[src/rtl/dwc_generic.sv]
// Streaming data-width converter between FINN layers: packs narrow activation words into wide ones,
// slices wide words into narrow ones, or registers them straight through, flagging each frame's last beat.
module dwc_generic #(
    parameter int IN_WIDTH         = 8,
    parameter int OUT_WIDTH        = 32,
    parameter int ACTIVATION_WIDTH = 8,
    parameter int FRAME_ELEMS      = 16
) (
    input  logic                 ap_clk,
    input  logic                 ap_rst,
    input  logic [IN_WIDTH-1:0]  s_axis_input_tdata,
    input  logic                 s_axis_input_tvalid,
    output logic                 s_axis_input_tready,
    output logic [OUT_WIDTH-1:0] m_axis_output_tdata,
    output logic                 m_axis_output_tvalid,
    input  logic                 m_axis_output_tready,
    output logic                 m_axis_output_tlast
);

    localparam int IN_FOLD  = IN_WIDTH / ACTIVATION_WIDTH;
    localparam int OUT_FOLD = OUT_WIDTH / ACTIVATION_WIDTH;
    localparam int CNT_W    = $clog2(FRAME_ELEMS + 1);
    localparam bit UPSIZE   = OUT_WIDTH > IN_WIDTH;
    localparam bit DOWNSIZE = IN_WIDTH > OUT_WIDTH;

    if ((IN_WIDTH % OUT_WIDTH != 0) && (OUT_WIDTH % IN_WIDTH != 0)) begin : g_err_ratio
        $error("dwc_generic: IN_WIDTH and OUT_WIDTH must divide one another");
    end
    if (!DOWNSIZE && (FRAME_ELEMS % IN_FOLD != 0)) begin : g_err_in_fold
        $error("dwc_generic: FRAME_ELEMS must be a multiple of IN_FOLD");
    end
    if (DOWNSIZE && (FRAME_ELEMS % OUT_FOLD != 0)) begin : g_err_out_fold
        $error("dwc_generic: FRAME_ELEMS must be a multiple of OUT_FOLD");
    end

    if (UPSIZE) begin : g_up
        localparam int R     = OUT_WIDTH / IN_WIDTH;
        localparam int SEL_W = (R > 1) ? $clog2(R) : 1;

        logic [OUT_WIDTH-1:0] asm_q;
        logic [OUT_WIDTH-1:0] word_next;
        logic [OUT_WIDTH-1:0] out_data;
        logic [SEL_W-1:0]     slot_cnt;
        logic [CNT_W-1:0]     elem_cnt;
        logic                 out_vld;
        logic                 out_last;
        logic                 in_last;
        logic                 completes;
        logic                 in_fire;

        assign in_last   = (elem_cnt + CNT_W'(IN_FOLD)) == CNT_W'(FRAME_ELEMS);
        assign completes = (slot_cnt == SEL_W'(R - 1)) || in_last;
        // A completing beat needs the output register free or draining this cycle.
        assign s_axis_input_tready = !completes || !out_vld || m_axis_output_tready;
        assign in_fire   = s_axis_input_tvalid && s_axis_input_tready;

        // Completed word: filled slots, the current beat, zeros above it.
        always_comb begin
            word_next = '0;
            for (int i = 0; i < R; i++) begin
                if (SEL_W'(i) < slot_cnt) begin
                    word_next[i*IN_WIDTH +: IN_WIDTH] = asm_q[i*IN_WIDTH +: IN_WIDTH];
                end else if (SEL_W'(i) == slot_cnt) begin
                    word_next[i*IN_WIDTH +: IN_WIDTH] = s_axis_input_tdata;
                end
            end
        end

        always_ff @(posedge ap_clk) begin
            if (in_fire) begin
                asm_q[slot_cnt*IN_WIDTH +: IN_WIDTH] <= s_axis_input_tdata;
            end
        end

        always_ff @(posedge ap_clk) begin
            if (ap_rst) begin
                slot_cnt <= '0;
                elem_cnt <= '0;
                out_vld  <= 1'b0;
                out_last <= 1'b0;
                out_data <= '0;
            end else begin
                if (in_fire) begin
                    slot_cnt <= completes ? '0 : slot_cnt + SEL_W'(1);
                    elem_cnt <= in_last ? '0 : elem_cnt + CNT_W'(IN_FOLD);
                end
                if (in_fire && completes) begin
                    out_data <= word_next;
                    out_last <= in_last;
                    out_vld  <= 1'b1;
                end else if (m_axis_output_tready) begin
                    out_vld  <= 1'b0;
                end
            end
        end

        assign m_axis_output_tdata  = out_data;
        assign m_axis_output_tvalid = out_vld;
        assign m_axis_output_tlast  = out_last;

    end else if (DOWNSIZE) begin : g_down
        localparam int R     = IN_WIDTH / OUT_WIDTH;
        localparam int SEL_W = (R > 1) ? $clog2(R) : 1;

        logic [IN_WIDTH-1:0] hold_q;
        logic [SEL_W-1:0]    slice_cnt;
        logic [CNT_W-1:0]    elem_cnt;
        logic                loaded;
        logic                out_last_elem;
        logic                retire;
        logic                out_fire;
        logic                in_fire;

        assign out_last_elem = (elem_cnt + CNT_W'(OUT_FOLD)) == CNT_W'(FRAME_ELEMS);
        // Slices past the frame's last element are dropped by retiring the word early.
        assign retire   = (slice_cnt == SEL_W'(R - 1)) || out_last_elem;
        assign out_fire = loaded && m_axis_output_tready;
        assign s_axis_input_tready = !loaded || (m_axis_output_tready && retire);
        assign in_fire  = s_axis_input_tvalid && s_axis_input_tready;

        always_ff @(posedge ap_clk) begin
            if (ap_rst) begin
                hold_q    <= '0;
                slice_cnt <= '0;
                elem_cnt  <= '0;
                loaded    <= 1'b0;
            end else begin
                if (out_fire) begin
                    slice_cnt <= retire ? '0 : slice_cnt + SEL_W'(1);
                    elem_cnt  <= out_last_elem ? '0 : elem_cnt + CNT_W'(OUT_FOLD);
                end
                if (in_fire) begin
                    hold_q <= s_axis_input_tdata;
                    loaded <= 1'b1;
                end else if (out_fire && retire) begin
                    loaded <= 1'b0;
                end
            end
        end

        assign m_axis_output_tdata  = hold_q[slice_cnt*OUT_WIDTH +: OUT_WIDTH];
        assign m_axis_output_tvalid = loaded;
        assign m_axis_output_tlast  = loaded && out_last_elem;

    end else begin : g_pass
        logic [OUT_WIDTH-1:0] out_data;
        logic [CNT_W-1:0]     elem_cnt;
        logic                 out_vld;
        logic                 out_last;
        logic                 in_last;
        logic                 in_fire;

        assign in_last = (elem_cnt + CNT_W'(IN_FOLD)) == CNT_W'(FRAME_ELEMS);
        assign s_axis_input_tready = !out_vld || m_axis_output_tready;
        assign in_fire = s_axis_input_tvalid && s_axis_input_tready;

        always_ff @(posedge ap_clk) begin
            if (ap_rst) begin
                elem_cnt <= '0;
                out_vld  <= 1'b0;
                out_last <= 1'b0;
                out_data <= '0;
            end else if (in_fire) begin
                elem_cnt <= in_last ? '0 : elem_cnt + CNT_W'(IN_FOLD);
                out_data <= s_axis_input_tdata;
                out_last <= in_last;
                out_vld  <= 1'b1;
            end else if (m_axis_output_tready) begin
                out_vld  <= 1'b0;
            end
        end

        assign m_axis_output_tdata  = out_data;
        assign m_axis_output_tvalid = out_vld;
        assign m_axis_output_tlast  = out_last;
    end

endmodule

[config.mk]
export PLATFORM = sky130hd
export DESIGN_NAME = dwc_generic
export DESIGN_NICKNAME = d
export VERILOG_FILES = /design/src/rtl/dwc_generic.sv
export SDC_FILE = /design/constraint.sdc
export NUM_CORES = 1
export LEC_CHECK = 0
export CAP_MARGIN = 10
export CORE_AREA = 2 2 69 87
export DETAILED_ROUTE_END_ITERATION = 6
export DIE_AREA = 0 0 71 89
export GPL_ROUTABILITY_DRIVEN = 0
export PLACE_DENSITY = 0.83
export SYNTH_ARGS = -nofsm -noshare
export SYNTH_HDL_FRONTEND = slang
export SYNTH_SLANG_ARGS = --single-unit
[constraint.sdc]
create_clock -name ap_clk -period 4.6 [get_ports ap_clk]
set_clock_uncertainty 0.15 [all_clocks]
set_input_delay 1.15 -clock ap_clk [delete_from_list [all_inputs] [get_ports ap_clk]]
set_output_delay 1.15 -clock ap_clk [all_outputs]
set_load 0.03 [all_outputs]
==> impl_metrics.yaml <==
logic_synthesis:
  syn_area_per_cell_um2: 10.7
  yosysWarningCount: 0
  synth_area_leaders: "dfxtp_1 27%, edfxtp_1 23%, and2_1 5.7%, mux2_2 5.5%, mux2_4 5.3%"
  syn_area_um2: 3100
  synthArstFlopShare_pct: 0
  synth_common_cells: "41 x dfxtp_1, 40 x nand2_1, 28 x and2_1"
  synth-edff-count: 24
  synth-compound-area-share_pct: 10.1
  synth_flop_cell: "dfxtp_1"
  synth-adder-area-share_pct: 2.83
  synth_top_area_share_pct: 26.5
  syn_inst: 288
  muxShareOfSynthArea_pct: 14.4
  synth_cell_types: 37
  yosysTopAreaCell: "dfxtp_1"
  ys_ff_latch: 65
  synth_nets: 307
  yosys.area_share.simple_pct: 20.3
  yosysMostFrequentCell: "dfxtp_1"
  synth_top_family_by_area: "simple AND/OR/NAND/NOR gates"
  ys_seq_area_share_pct: 49.8
  synth_xor_area_share_pct: 0
setup_path:
  cp_cell_sequence: "clkdlybuf4s50_1, nor2b_1, o21ai_0, clkdlybuf4s50_1"
  critPathRequiredTime_ps: 3300
  cp_top_family: "buffers and inverters"
  worst-path-max-fanout: 4
  cp.depth: 4
  critPathLaunch: "m_axis_output_tready"
  path_class: "in -> out"
  rr_startpoint: "g_up.slot_cnt[1]$_SDFFE_PP0P_"
  endpoint_kind: "output port"
  rrSetupSlack_ps: 2030
  crit_slowest_cell: "clkdlybuf4s50_1"
  r2r_end: "g_up.asm_q[20]$_DFFE_PP_"
  crit_path_end: "s_axis_input_tready"
  start_kind: "input port"
  cp_data_arrival_time_ps: 2490
  critPathMaxStageDelay_ps: 600
  path_buf_inv: 2
  crit_top_cell: "clkdlybuf4s50_1"
  ff2ff_path_depth: 4
global_routing:
  grt_max_degree: 37
  grt-ovfl-total: 0
  grt_use_total_pct: 21.1
  grt_antenna_before_repair: 0
  grt_first_pass_wirelength_um: 10100
  grt_pass1_vias: 2100
die:
  die_h_um: 89
  die-area_um2: 6320
  start_util_pct: 56.9
  fp.coreArea_um2: 5440
  die_x_um: 71
  ios: 47
  fp-row-count: 30
cts:
  clk-insertion-delay-late_ps: 340
  cts_tree: "done"
  clock-sinks: 65
  post-cts-setup-buffers: 0
  cts_resized: 0
  clock-root-buffer: "clkbuf_8"
  cts_buffers: 9
  cts.path.max_buffers: 2
  cts.hold.buffers_added: 0
  htreeDepth: 3
  clk_pin_slew_ps: 60
route:
  top_layer_used: "met4"
  wl_met1_um: 2870
  viasPerCell: 5.55
  drt-total-wl_um: 6300
  drcViolationCount: 0
  drtIter0Drc: 107
  firstDrtPassIters: 4
  wl_per_cell_um: 15.6
  vias: 2238
  ant_nets: 0
  dr_wl_met2_um: 3050
  met3_length_um: 284
pwr:
  p_leak_nw: 1.46
  powerDensity_nw_per_um2: 325
  ir_worst_vdd_mv: 0.233
layout:
  num_antenna_cells: 0
  layout.nets: 353
  area_growth_syn_to_layout_pct: 22.7
  multi_input_area_um2: 1480
  final_core_util_pct: 69.8
  drive_above_1_share_pct: 13.6
  seqCellArea_um2: 1540
  fill_cells: 424
hold_path:
  hold_class: "reg -> reg"
placed_design:
  dp_hpwl_um: 4280
  port_buffers: 46
sta:
  timing.setup.tns_ps: 0
  period_minus_slack_ps: 3790
  max_freq_ghz: 0.264
  drv_slew: 0
  rsz0062_at_grt: "no"
  worst_pin_slew_ps: 728
  fin_crit_sh_pct: 82.5
  hold_viol: 0
  setup_violations: 0
  relSlewSlack_pct: 51.4
run_status:
  status: "complete, no violations"
job:
  maxCapViolCount: 0
-- power by group --
| group | switching, W | internal (W) |
|---|---|---|
| clock | 0.000209 | 0.000294 |
| combinational | 0.0000629 | 0.0000432 |
| sequential | 0.00000941 | 0.000618 |
-- worst reg2reg max path: cells and delay by family, from the launching register on --
family / cells / cell delay [ps]
buf+inv: 1 / 420
simple gates: 2 / 840
fa+ha+maj: 1 / 480
flops: 1 / 560
-- cells by family (layout without fill, tap and decap cells) --
kind of cell,Yosys count,after routing
buf+inv,17,68
fa+ha+maj,7,7
mux,36,36
flops,65,65
simple gates,118,118
compound gates,45,45
-- area by class of cell --
class,count,share of cell area (%)
sequential,65,40.6
multi-input combinational,206,38.8
timing repair buffer,49,12.7
clock buffer,14,4.55
tap,64,2.11
clock inverter,2,0.922
inverter,3,0.296
-- metrics by stage --
| step | cells | instance area, um^2 | setup WS (ps) | hold WS [ps] | total power (W) |
|---|---|---|---|---|---|
| after floorplan | 288 | 3100 | 1620 | 315 | 0.000705 |
| after global routing | 403 | 3800 | 731 | 343 | 0.00128 |
| after global placement | 387 | 3590 | 820 | 298 | 0.000741 |
| final | 403 | 3800 | 806 | 311 | 0.00124 |
| after CTS | 403 | 3800 | 803 | 317 | 0.00124 |
| after detailed placement | 387 | 3590 | 798 | 303 | 0.000745 |
-- flip-flops by register name, summed over array words and instances (netlist names) --
name	flops
m_axis_output_tdata	32
g_up.asm_q	24
g_up.elem_cnt	5
g_up.slot_cnt	2
m_axis_output_tlast	1
m_axis_output_tvalid	1
-- metal layers --
metal / GRT usage, % / vias to the layer above
met4: 8.23 / 0
met3: 6.09 / 9
li1: - / 1111
met5: 0 / -
met2: 34.3 / 61
met1: 26.7 / 1057
-- worst min-delay path by stage --
stage | from | end | cells after the start
after floorplan | g_up.elem_cnt[1]$_SDFFE_PP0P_ | g_up.elem_cnt[1]$_SDFFE_PP0P_ | 2
after global placement | m_axis_output_tdata[0]$_SDFFE_PP0P_ | m_axis_output_tdata[0]$_SDFFE_PP0P_ | 2
after detailed placement | m_axis_output_tdata[7]$_SDFFE_PP0P_ | m_axis_output_tdata[7]$_SDFFE_PP0P_ | 2
after CTS | m_axis_output_tdata[3]$_SDFFE_PP0P_ | m_axis_output_tdata[3]$_SDFFE_PP0P_ | 2
after global routing | m_axis_output_tdata[3]$_SDFFE_PP0P_ | m_axis_output_tdata[3]$_SDFFE_PP0P_ | 2
final | m_axis_output_tdata[3]$_SDFFE_PP0P_ | m_axis_output_tdata[3]$_SDFFE_PP0P_ | 2
-- cell usage in the layout, fill, tap and decap left out, types with 8 or more instances in the layout --
cell,count
a21oi_1,19
a22o_1,8
and2_1,28
clkbuf_8,12
clkdlybuf4s50_1,46
dfxtp_1,41
edfxtp_1,24
mux2_2,15
mux2_4,11
mux2i_1,9
nand2_1,40
nand3_1,10
nand3b_1,8
nor2b_1,19
No activity file was read; power rests on OpenSTA's default activity.
